[src/rtl/cnn_pkg.sv]
// ============================================================================
// Package  : cnn_pkg
// Purpose  : Shared pixel/window types and defaults for the CNN front-end.
// Revision : 1.0 - initial release
// ============================================================================
`default_nettype none

package cnn_pkg;

  localparam int DATA_W = 16;
  localparam int IMG_W  = 28;
  localparam int IMG_H  = 28;

  typedef logic [DATA_W-1:0] pixel_t;
  typedef pixel_t [0:2][0:2] window_t;

  // Element (r,c) lands at bits [(r*3+c)*DATA_W +: DATA_W]
  function automatic logic [9*DATA_W-1:0] pack_window(input window_t w);
    logic [9*DATA_W-1:0] p;
    p = '0;
    for (int r = 0; r < 3; r++) begin
      for (int c = 0; c < 3; c++) begin
        p[(r*3+c)*DATA_W +: DATA_W] = w[r][c];
      end
    end
    return p;
  endfunction

endpackage

`default_nettype wire

[src/rtl/window_3x3_buffer_line_buffer.sv]
// ============================================================================
// Module   : line_buffer
// Purpose  : Enable-gated delay line; dout is the sample DEPTH accepts back.
// Revision : 1.0 - initial release
// ============================================================================
`default_nettype none

module line_buffer #(
  parameter int DEPTH  = 28,
  parameter int DATA_W = 16
) (
  input  logic              clk,
  input  logic              rst,
  input  logic              en,
  input  logic [DATA_W-1:0] din,
  output logic [DATA_W-1:0] dout
);

  logic [DATA_W-1:0] r_mem [0:DEPTH-1];

  always_ff @(posedge clk or negedge rst) begin
    if (!rst) begin
      for (int i = 0; i < DEPTH; i++) begin
        r_mem[i] <= '0;
      end
    end else if (en) begin
      r_mem[0] <= din;
      for (int i = 1; i < DEPTH; i++) begin
        r_mem[i] <= r_mem[i-1];
      end
    end
  end

  assign dout = r_mem[DEPTH-1];

endmodule

`default_nettype wire

[src/rtl/window_3x3_buffer.sv]
// ============================================================================
// Module   : window_3x3_buffer
// Purpose  : Streaming valid-mode 3x3 window generator over raster pixels.
//            Optional macro WIN_POS_EN adds window-centre coordinate outputs.
// Revision : 1.0 - initial release
// ============================================================================
`default_nettype none

module window_3x3_buffer #(
  parameter int IMG_W  = 28,
  parameter int IMG_H  = 28,
  parameter int DATA_W = 16
) (
  input  logic                  clk,
  input  logic                  rst,
  input  logic                  valid_in,
  input  logic [DATA_W-1:0]     pixel_in,
  output logic                  valid_out,
  output logic [9*DATA_W-1:0]   window_out,
  output logic                  frame_done
`ifdef WIN_POS_EN
  ,
  output logic [$clog2(IMG_H)-1:0] out_row,
  output logic [$clog2(IMG_W)-1:0] out_col
`endif
);

  import cnn_pkg::*;

  localparam int c_ROW_W = (IMG_H > 1) ? $clog2(IMG_H) : 1;
  localparam int c_COL_W = (IMG_W > 1) ? $clog2(IMG_W) : 1;

  logic [c_ROW_W-1:0] r_row;
  logic [c_COL_W-1:0] r_col;
  logic               w_last_col;
  logic               w_last_row;
  logic               w_win_done;
  logic [DATA_W-1:0]  w_tap1;
  logic [DATA_W-1:0]  w_tap2;

  logic [0:2][0:2][DATA_W-1:0] r_win;

  assign w_last_col = (r_col == c_COL_W'(IMG_W-1));
  assign w_last_row = (r_row == c_ROW_W'(IMG_H-1));
  // FILL while row<2; col<2 also drops columns wrapped from the previous row
  assign w_win_done = (r_row >= c_ROW_W'(2)) && (r_col >= c_COL_W'(2));

  always_ff @(posedge clk or negedge rst) begin
    if (!rst) begin
      r_row <= '0;
      r_col <= '0;
    end else if (valid_in) begin
      if (w_last_col) begin
        r_col <= '0;
        r_row <= w_last_row ? '0 : r_row + c_ROW_W'(1);
      end else begin
        r_col <= r_col + c_COL_W'(1);
      end
    end
  end

  line_buffer #(.DEPTH(IMG_W), .DATA_W(DATA_W)) u_line1 (
    .clk  (clk),
    .rst  (rst),
    .en   (valid_in),
    .din  (pixel_in),
    .dout (w_tap1)
  );

  line_buffer #(.DEPTH(IMG_W), .DATA_W(DATA_W)) u_line2 (
    .clk  (clk),
    .rst  (rst),
    .en   (valid_in),
    .din  (w_tap1),
    .dout (w_tap2)
  );

  always_ff @(posedge clk or negedge rst) begin
    if (!rst) begin
      r_win <= '0;
    end else if (valid_in) begin
      for (int r = 0; r < 3; r++) begin
        r_win[r][0] <= r_win[r][1];
        r_win[r][1] <= r_win[r][2];
      end
      r_win[0][2] <= w_tap2;
      r_win[1][2] <= w_tap1;
      r_win[2][2] <= pixel_in;
    end
  end

  always_ff @(posedge clk or negedge rst) begin
    if (!rst) begin
      valid_out  <= 1'b0;
      frame_done <= 1'b0;
    end else begin
      valid_out  <= valid_in && w_win_done;
      frame_done <= valid_in && w_last_row && w_last_col;
    end
  end

`ifdef WIN_POS_EN
  always_ff @(posedge clk or negedge rst) begin
    if (!rst) begin
      out_row <= '0;
      out_col <= '0;
    end else if (valid_in && w_win_done) begin
      out_row <= r_row - c_ROW_W'(1);
      out_col <= r_col - c_COL_W'(1);
    end
  end
`endif

  for (genvar gr = 0; gr < 3; gr++) begin : g_row
    for (genvar gc = 0; gc < 3; gc++) begin : g_col
      assign window_out[(gr*3+gc)*DATA_W +: DATA_W] = r_win[gr][gc];
    end
  end

endmodule

`default_nettype wire

[config.mk]
export PLATFORM = sky130hd
export DESIGN_NAME = window_3x3_buffer
export DESIGN_NICKNAME = d
export VERILOG_FILES = /design/src/rtl/cnn_pkg.sv /design/src/rtl/window_3x3_buffer_line_buffer.sv /design/src/rtl/window_3x3_buffer.sv
export SDC_FILE = /design/constraint.sdc
export NUM_CORES = 1
export LEC_CHECK = 0
export BUFFER_PORTS_ARGS = -buffer_cell sky130_fd_sc_hd__buf_2
export CORE_MARGIN = 1
export CORE_UTILIZATION = 45
export CTS_BUF_LIST = sky130_fd_sc_hd__clkbuf_8
export DETAILED_ROUTE_END_ITERATION = 10
export GPL_TIMING_DRIVEN = 0
export SKIP_CTS_REPAIR_TIMING = 1
export SYNTH_ARGS = -nofsm -noshare
export SYNTH_HDL_FRONTEND = slang
export SYNTH_SLANG_ARGS = --single-unit
[constraint.sdc]
create_clock -name clk -period 4.1 [get_ports clk]
set_clock_uncertainty 0.1 [all_clocks]
set_input_delay 0.205 -clock clk [delete_from_list [all_inputs] [get_ports clk]]
set_output_delay 0.205 -clock clk [all_outputs]
set_load 0.05 [all_outputs]
======== Yosys cells after proc, flatten, opt, wreduce, memory -nomap -nowiden ========
Index checks and enable logic that the tools add are counted.
storage, ports and cells
  output and inout port bits .............. 146
  bits of input ports ..................... 19
  register bits ........................... 956
  logic and storage cells ................. 76
operators by class
  multiplexer cells ....................... 2
  $add $sub $neg .......................... 2
  order comparisons ....................... 2
  reductions and logical operators ........ 5
  equality and inequality tests ........... 2
operator list
  kind                   count
  $add A5 B1 Y5 const B  2
  $eq A5 B5 Y1 const B   2
  $ge A5 B2 Y1 const B   2
  $mux W5                2
  $logic_and A1 B1 Y1    4
  $reduce_and A2 Y1      1

======== Longest topological paths before layout ========
Gate-level depths: netlist (run 1).
  depth in word-level cells ............... 3
  gate-level depth with buffers ........... 6
  gate-level depth less buffers ........... 4

======== Hierarchy ========
Synthesis (run 1) repeated with hierarchy kept, for this count alone.
unflattened totals
  cell total of the unflattened synthesis .. 2287
  area, all modules ....................... 42949.9 um^2
modules (own cells, without submodules)
  module             instances  cells an instance  area an instance (um^2)  seq. area each (um^2)
  line_buffer        2          962                18499.0                  11210.8
  window_3x3_buffer  1          363                5952.0                   3903.7

======== Worst setup path after synthesis (run 1) ========
Ideal clock, no wire load.
  path kind ............................... reg-to-reg
  start ................................... reg r_col[0]
  end ..................................... reg r_row[2]
  setup time .............................. 125 ps
  clock period less this slack ............ 1542 ps
  data arrival time ....................... 1318 ps
  path buffers ............................ 0
  cell stages (with the launch flop) ...... 5
  path slack .............................. 2558 ps
  data required time ...................... 3875 ps
  path through ............................ dfrtp_1 -> ha_1 -> nand4_2 -> nor3b_1 -> mux2_2
on the way
  word-level cells in the longest chain between the ends .. 2
RTL lines
  what                         RTL line                 text
  from (decl)                  window_3x3_buffer.sv:34  logic [c_COL_W-1:0] r_col;
  from (signal assigned)       window_3x3_buffer.sv:57  r_col <= r_col + c_COL_W'(1);
  $eq A5 B5 Y1                 window_3x3_buffer.sv:43  assign w_last_col = (r_col == c_COL_W'(IMG_W-1));
  $reduce_and A2 Y1 (no line)  -
  to (signal assigned)         window_3x3_buffer.sv:55  r_row <= w_last_row ? '0 : r_row + c_ROW_W'(1);
  to (decl)                    window_3x3_buffer.sv:33  logic [c_ROW_W-1:0] r_row;
No other way between the ends.
A chain may end at the register's enable or synchronous reset.

======== Worst setup path after layout (run 1) ========
  start ................................... reg r_win (netlist bit window_out[66])
  end ..................................... out window_out[66]
RTL lines
  what                               RTL line                 text
  from (decl)                        window_3x3_buffer.sv:41  logic [0:2][0:2][DATA_W-1:0] r_win;
  from (signal, indexed assignment)  window_3x3_buffer.sv:83  r_win[r][0] <= r_win[r][1];
  from (signal, indexed assignment)  window_3x3_buffer.sv:84  r_win[r][1] <= r_win[r][2];
  to (decl)                          window_3x3_buffer.sv:19  output logic [9*DATA_W-1:0] window_out,
No word-level cell between the ends.

==> reports/results.ini, run 1 <==
[timing]
rsz0062_at_grt=no
fin_crit_sh_pct=50.4
tightest_slew_ns=0.846
max_freq_mhz=484
tns_ns=0
finalSetupViolCount=0
whs_ns=0.0233
maxSlewHeadroom_pct=43.6
finalHoldViolCount=0
final-max-slew-violation-count=0
min_period_ns=2.07

[placement]
placed_area_sq_um=38800
dp_hpwl_mm=44.3
gp_congestion=0.726
io_buffers=163

[grt]
antenna_found_initial=2
grt_pass1_vias=20300
grt_usage_pct=16.3
grt_util_met1_pct=21.2
use_met2_pct=26.8
grt-busiest-layer=met2
grt_max_degree=134
grt.overflow.total=0
grt_pass1_wl_mm=107
use_met3_pct=3.62

[floorplan]
io-pin-count=165
start_util_pct=45.3
design.die.area_sq_um=82200
fp.dieH_um=287
core_sq_um=80400
die_w_um=287
num_rows=104

[status]
status=finished clean

[critical_path]
startpoint_type=register
worst-setup-path-type=register to primary output
worst_ep_required_time_ns=3.80
cp_slowest_stage_delay_ns=0.57
timing.rr.start=r_col[1]
cp.arrival_ns=1.76
crit_chain=buf_4, buf_2
critPathLaunch=window_out[66]
cp_max_fo=3
path_delay_family=flip-flops
end_kind=primary output
cpMaxStageDelayCell=dfrtp_1
path_buf_inv=2

[power]
power_density_nw_per_um2=579
total_power_uw=24400
seqPwrFrac_pct=51.8
internal_power_uw=17800
power_frac_comb_pct=15.5
ir_drop_mv=0.383
switchingPower_uw=6560
pwr-share-clk_pct=32.7
leakagePower_uw=0.0212
swShare_pct=26.9

[yosys]
synth_nets=2171
synth_cells=2148
synth-seq-area-share_pct=65.6
ys_ff_latch=956
syn-cell-area_sq_um=36500
yosysWarnings=0
synthDistinctLibCells=29
synth.largest_area_cell=dfrtp_1
yosys.area.top_type_share_pct=65.6
synthTopCellsByArea=dfrtp_1 66%, mux2_2 24%, mux2_1 5.0%
avgSynthCellArea_sq_um=17.0

[cts]
cts.clk_slew.worst_paths_ns=0.06
cts.sinks=956
htree_levels=4
clock_latency_ns=0.77
numCtsBuffers=155
clk_path_buf_depth=3
cts_root_buf=clkbuf_8
cts_tree=done

[finish]
final_cell_mix=956 x dfrtp_1, 785 x mux2_2, 210 x buf_2
layout_commonest_cell=dfrtp_1
final_area_sq_um=42000
drive_gt1_share_pct=52.8
nets=2516
area_growth_pct=15.3

[route]
drt_iter0_drc=586
wl_per_cell_um=17.5
vias=18000
routed_via_density=4.91
ant_nets=0
drc=0
dr.pass1.iters=4
wl_mm=64.0

[hold_path]
hold_class=input port to asynchronous set/reset pin

[run]
maxCapViolations=0

-- metal layers --
layer | share of wire, % | routed length, um | up-vias
li1 | - | - | 8177
met1 | 44 | 28500 | 9442
met2 | 50 | 31800 | 261
met3 | 3.6 | 2280 | 122
met4 | 2.3 | 1500 | 0
met5 | 0 | 0 | -
-- power groups by stage --
stage	clock network, uW	logic, uW	registers, uW
detailed placement	0	3820	12800
global route	8700	4110	12900
CTS	8250	3840	12700
finish	7950	3770	12600
global placement	0	3670	12800
floorplan	0	3050	12300
-- area by class of cell --
cell class                 instances  area [sq um]
timing repair buffer             188          1200
clock buffer                     187          2570
clock inverter                    83           470
antenna                            2          5.00
fill                            6675         38400
buffer                           203          1610
multi-input combinational        985         10900
sequential                       956         23900
inverter                           4          15.0
tap                             1060          1330
-- synth_stat cells, drive strengths merged --
cell and number:
a21o 1, mux2i 2, inv 4, nand4b 1, ha 4, dfrtp 956
nor2b 1, nand2 4, a31oi 1, xor2 1, buf 202, clkbuf 1
a21oi 1, o21ai 4, nand2b 1, nor3 3, nand3 2, o31ai 1
nand4 2, xnor2 1, mux2 946, nor2 4, nor3b 1, or4 2
a211oi 2
-- worst reg2reg max path, cell delays in order, from the launching register on --
cell and delay (ns):
dfrtp_1 0.42, ha_1 0.23, nand4_2 0.22, nor3b_1 0.28, mux2_2 0.35
-- through the flow --
| stage | util (%) | setup slack [ns] | std cells |
|---|---|---|---|
| 6_report | 52.3 | 2.03 | 3668 |
| 5_1_grt | 52.3 | 1.93 | 3667 |
| 4_1_cts | 52.0 | 1.95 | 3648 |
| 3_5_place_dp | 48.3 | 1.95 | 3378 |
| 3_3_place_gp | 48.0 | -16.67 | 3371 |
| 2_1_floorplan | - | 2.56 | 2148 |
-- registers in the layout (all words and copies together), names as in the netlist --
| register | flops |
|---|---|
| r_col | 5 |
| window_out | 96 |
| u_line2.dout | 16 |
| r_row | 5 |
| u_line1.r_mem | 432 |
| frame_done | 1 |
| u_line2.r_mem | 384 |
| valid_out | 1 |
| u_line1.dout | 16 |
-- cells by family after synthesis --
logic type	Yosys count	synth area share [%]
DFF	956	65.6
buffers and inverters	207	4.46
xor gates and xnor gates	2	0.0480
adders and majority gates	4	0.137
muxes	948	29.3
and+or+nand+nor	21	0.323
AOI/OAI and AO/OA	10	0.168
-- worst paths after layout --
path | slack, ns | cells past startpoint | end
worst max-delay path | 2.03 | 2 | window_out[66]
worst min-delay path | 0.02 | 2 | r_row[3]
worst max register to register | 2.39 | 4 | r_row[2]
worst min register to register | 0.38 | 1 | u_line2.r_mem[25]
max in group asynchronous | 2.22 | 4 | u_line1.r_mem[230]
min in group clk | 0.09 | 3 | u_line1.r_mem[439]
(Power assumes the default switching activity.)
==> run 2, diff against run 1 <==
- clock period: 4.1 -> 1.68 ns (I/O delays scaled with it)
==> run 2 against run 1 <==
The flow now finishes with violations (negative hold slack). Die area stayed put. Largest cell class unchanged. Register-to-register slack worse by 2.3 ns. Cell count decreased by 0.63%. Non-clock buffer count fell by 24. Combinational power rose to 2.6 times the previous value. Critical endpoint is now window_out[68]. Largest power group unchanged. Power rose by 150%. Via count decreased by 0.24%. Final area is 2.1% higher. Setup slack worse by 2.0 ns. Clock-buffer cell count did not move. Core utilization up 1.1 points.
==> reports/results.ini, run 2 (synthesized netlist as in run 1, its figures left out) <==
[critical_path]
cpMaxStageDelayCell=dfrtp_2
timing.rr.start=r_col[0]
worst-setup-path-type=register to primary output
startpoint_type=register
cp.arrival_ns=1.44
cp_num_cells=1
path_delay_family=flip-flops
rr_worst_depth=4
ff2ff_setup_slack_ns=0.10
cp_max_fo=3
path_buf_inv=1
end_kind=primary output
cp_slowest_stage_delay_ns=0.49
rr_endpoint=r_row[2]
crit_chain=buf_6
worst_ep_required_time_ns=1.50

[route]
wl_met2_mm=32.7
routed_via_density=4.93
ant_nets=0
dr.pass1.iters=6
drt_iter0_drc=574
vias=18000
drc=0
drt-met1-wl_mm=28.6
wl_mm=65.1
top_layer=met5
met3_wirelength_mm=2.35
wl_per_cell_um=17.9

[cts]
numCtsBuffers=155
cts_tree=done
cts.clk_slew.worst_paths_ns=0.06
clock_latency_ns=0.77
cts.sinks=956
clk_path_buf_depth=3
htree_levels=4
cts_root_buf=clkbuf_8

[timing]
fin_crit_sh_pct=96.8
tightest_slew_ns=0.846
finalHoldViolCount=480
rsz0062_at_grt=yes
maxSlewHeadroom_pct=43.6
tns_ns=0
whs_ns=-0.699
final-max-slew-violation-count=0
finalSetupViolCount=0
min_period_ns=1.63
max_freq_mhz=615

[grt]
grt_max_degree=134
grt_pass1_vias=20300
grt.overflow.total=0
grt_pass1_wl_mm=107
antenna_found_initial=3
grt_usage_pct=16.3

[finish]
regMostFlops=u_line1.r_mem
layout_commonest_cell=dfrtp_1
drive_gt1_share_pct=52.8
largest_reg_flops=432
area_growth_pct=17.8
filler_cell_count=6555
nets=2492
final_cell_mix=930 x dfrtp_1, 785 x mux2_2, 187 x clkbuf_8
multiInputGateArea_sq_um=10900
regArea_sq_um=24000

[placement]
dp_hpwl_mm=44.3
gp_congestion=0.726
io_buffers=163

[status]
violations=negative hold slack
status=finished with violations

[power]
power_frac_comb_pct=16.1
internal_power_uw=44000
ir_drop_mv=0.964
swShare_pct=26.9
leakagePower_uw=0.0213
seqPwrFrac_pct=51.7
total_power_uw=60200
power_density_nw_per_um2=1400
pwr-share-clk_pct=32.2
switchingPower_uw=16200

[run]
maxCapViolations=0

[floorplan]
core_sq_um=80400
fp.dieH_um=287
design.die.area_sq_um=82200
num_rows=104
die_w_um=287
start_util_pct=45.3
io-pin-count=165

[hold_path]
hold_class=input port to asynchronous set/reset pin

[run 2: cell types whose count changed in the layout (fill, tap and decap cells not counted), sizes merged]
cell	delta
diode	+1
dlygate4sd3	+17
clkbuf	+13
buf	-54
[run 2: area by class of cell]
cell class                      count  share of cell area, %
Sequential cell                   956                   55.8
Clock inverter                     83                   1.10
Clock buffer                      187                   5.99
Inverter                            4                 0.0350
Tap cell                         1060                   3.09
Antenna cell                        3                 0.0175
Multi-Input combinational cell    985                   25.5
Buffer                            108                   2.09
Timing Repair Buffer              259                   6.42
[run 2: worst reg2reg max path: stages (launching register included)]
cell	delay [ns]
dfrtp_1	0.41
ha_2	0.24
nand4_4	0.16
nor3b_2	0.22
mux2_2	0.34
[run 2: worst max-delay path by stage]
| stage | start | endpoint | slack, ns |
|---|---|---|---|
| 2_1_floorplan | r_col[0] | r_row[2] | 0.14 |
| 3_3_place_gp | rst | u_line1.r_mem[117] | -18.97 |
| 3_5_place_dp | rst | u_line1.r_mem[203] | -0.35 |
| 4_1_cts | window_out[70] | window_out[70] | -0.35 |
| 5_1_grt | window_out[83] | window_out[83] | -0.02 |
| 6_report | window_out[68] | window_out[68] | 0.05 |
[run 2: power groups by stage]
stage / Clock (uW) / Combinational (uW) / Sequential [uW]
after floorplan: 0 / 7450 / 29900
after global placement: 0 / 8960 / 31200
after detailed placement: 0 / 9330 / 31300
after CTS: 20100 / 9370 / 30900
after global routing: 21200 / 10500 / 31800
final: 19400 / 9690 / 31100
[run 2: stage by stage]
stage	utilization [%]	setup slack (ns)	hold slack [ns]	std cells	cell area, sq um
final	53.4	0.0537	-0.699	3645	42900
after CTS	52.0	-0.350	-0.748	3648	41900
after global placement	48.0	-18.97	0.201	3371	38600
after detailed placement	48.3	-0.352	0.129	3378	38800
after floorplan	-	0.138	-0.312	2148	36500
after global routing	53.4	-0.0151	-0.689	3643	42900
[run 2: metal layers]
metal,up-vias,GRT usage (%)
met4,2,6.10
met2,257,26.8
li1,8130,-
met1,9450,21.2
met5,-,0
met3,119,3.62
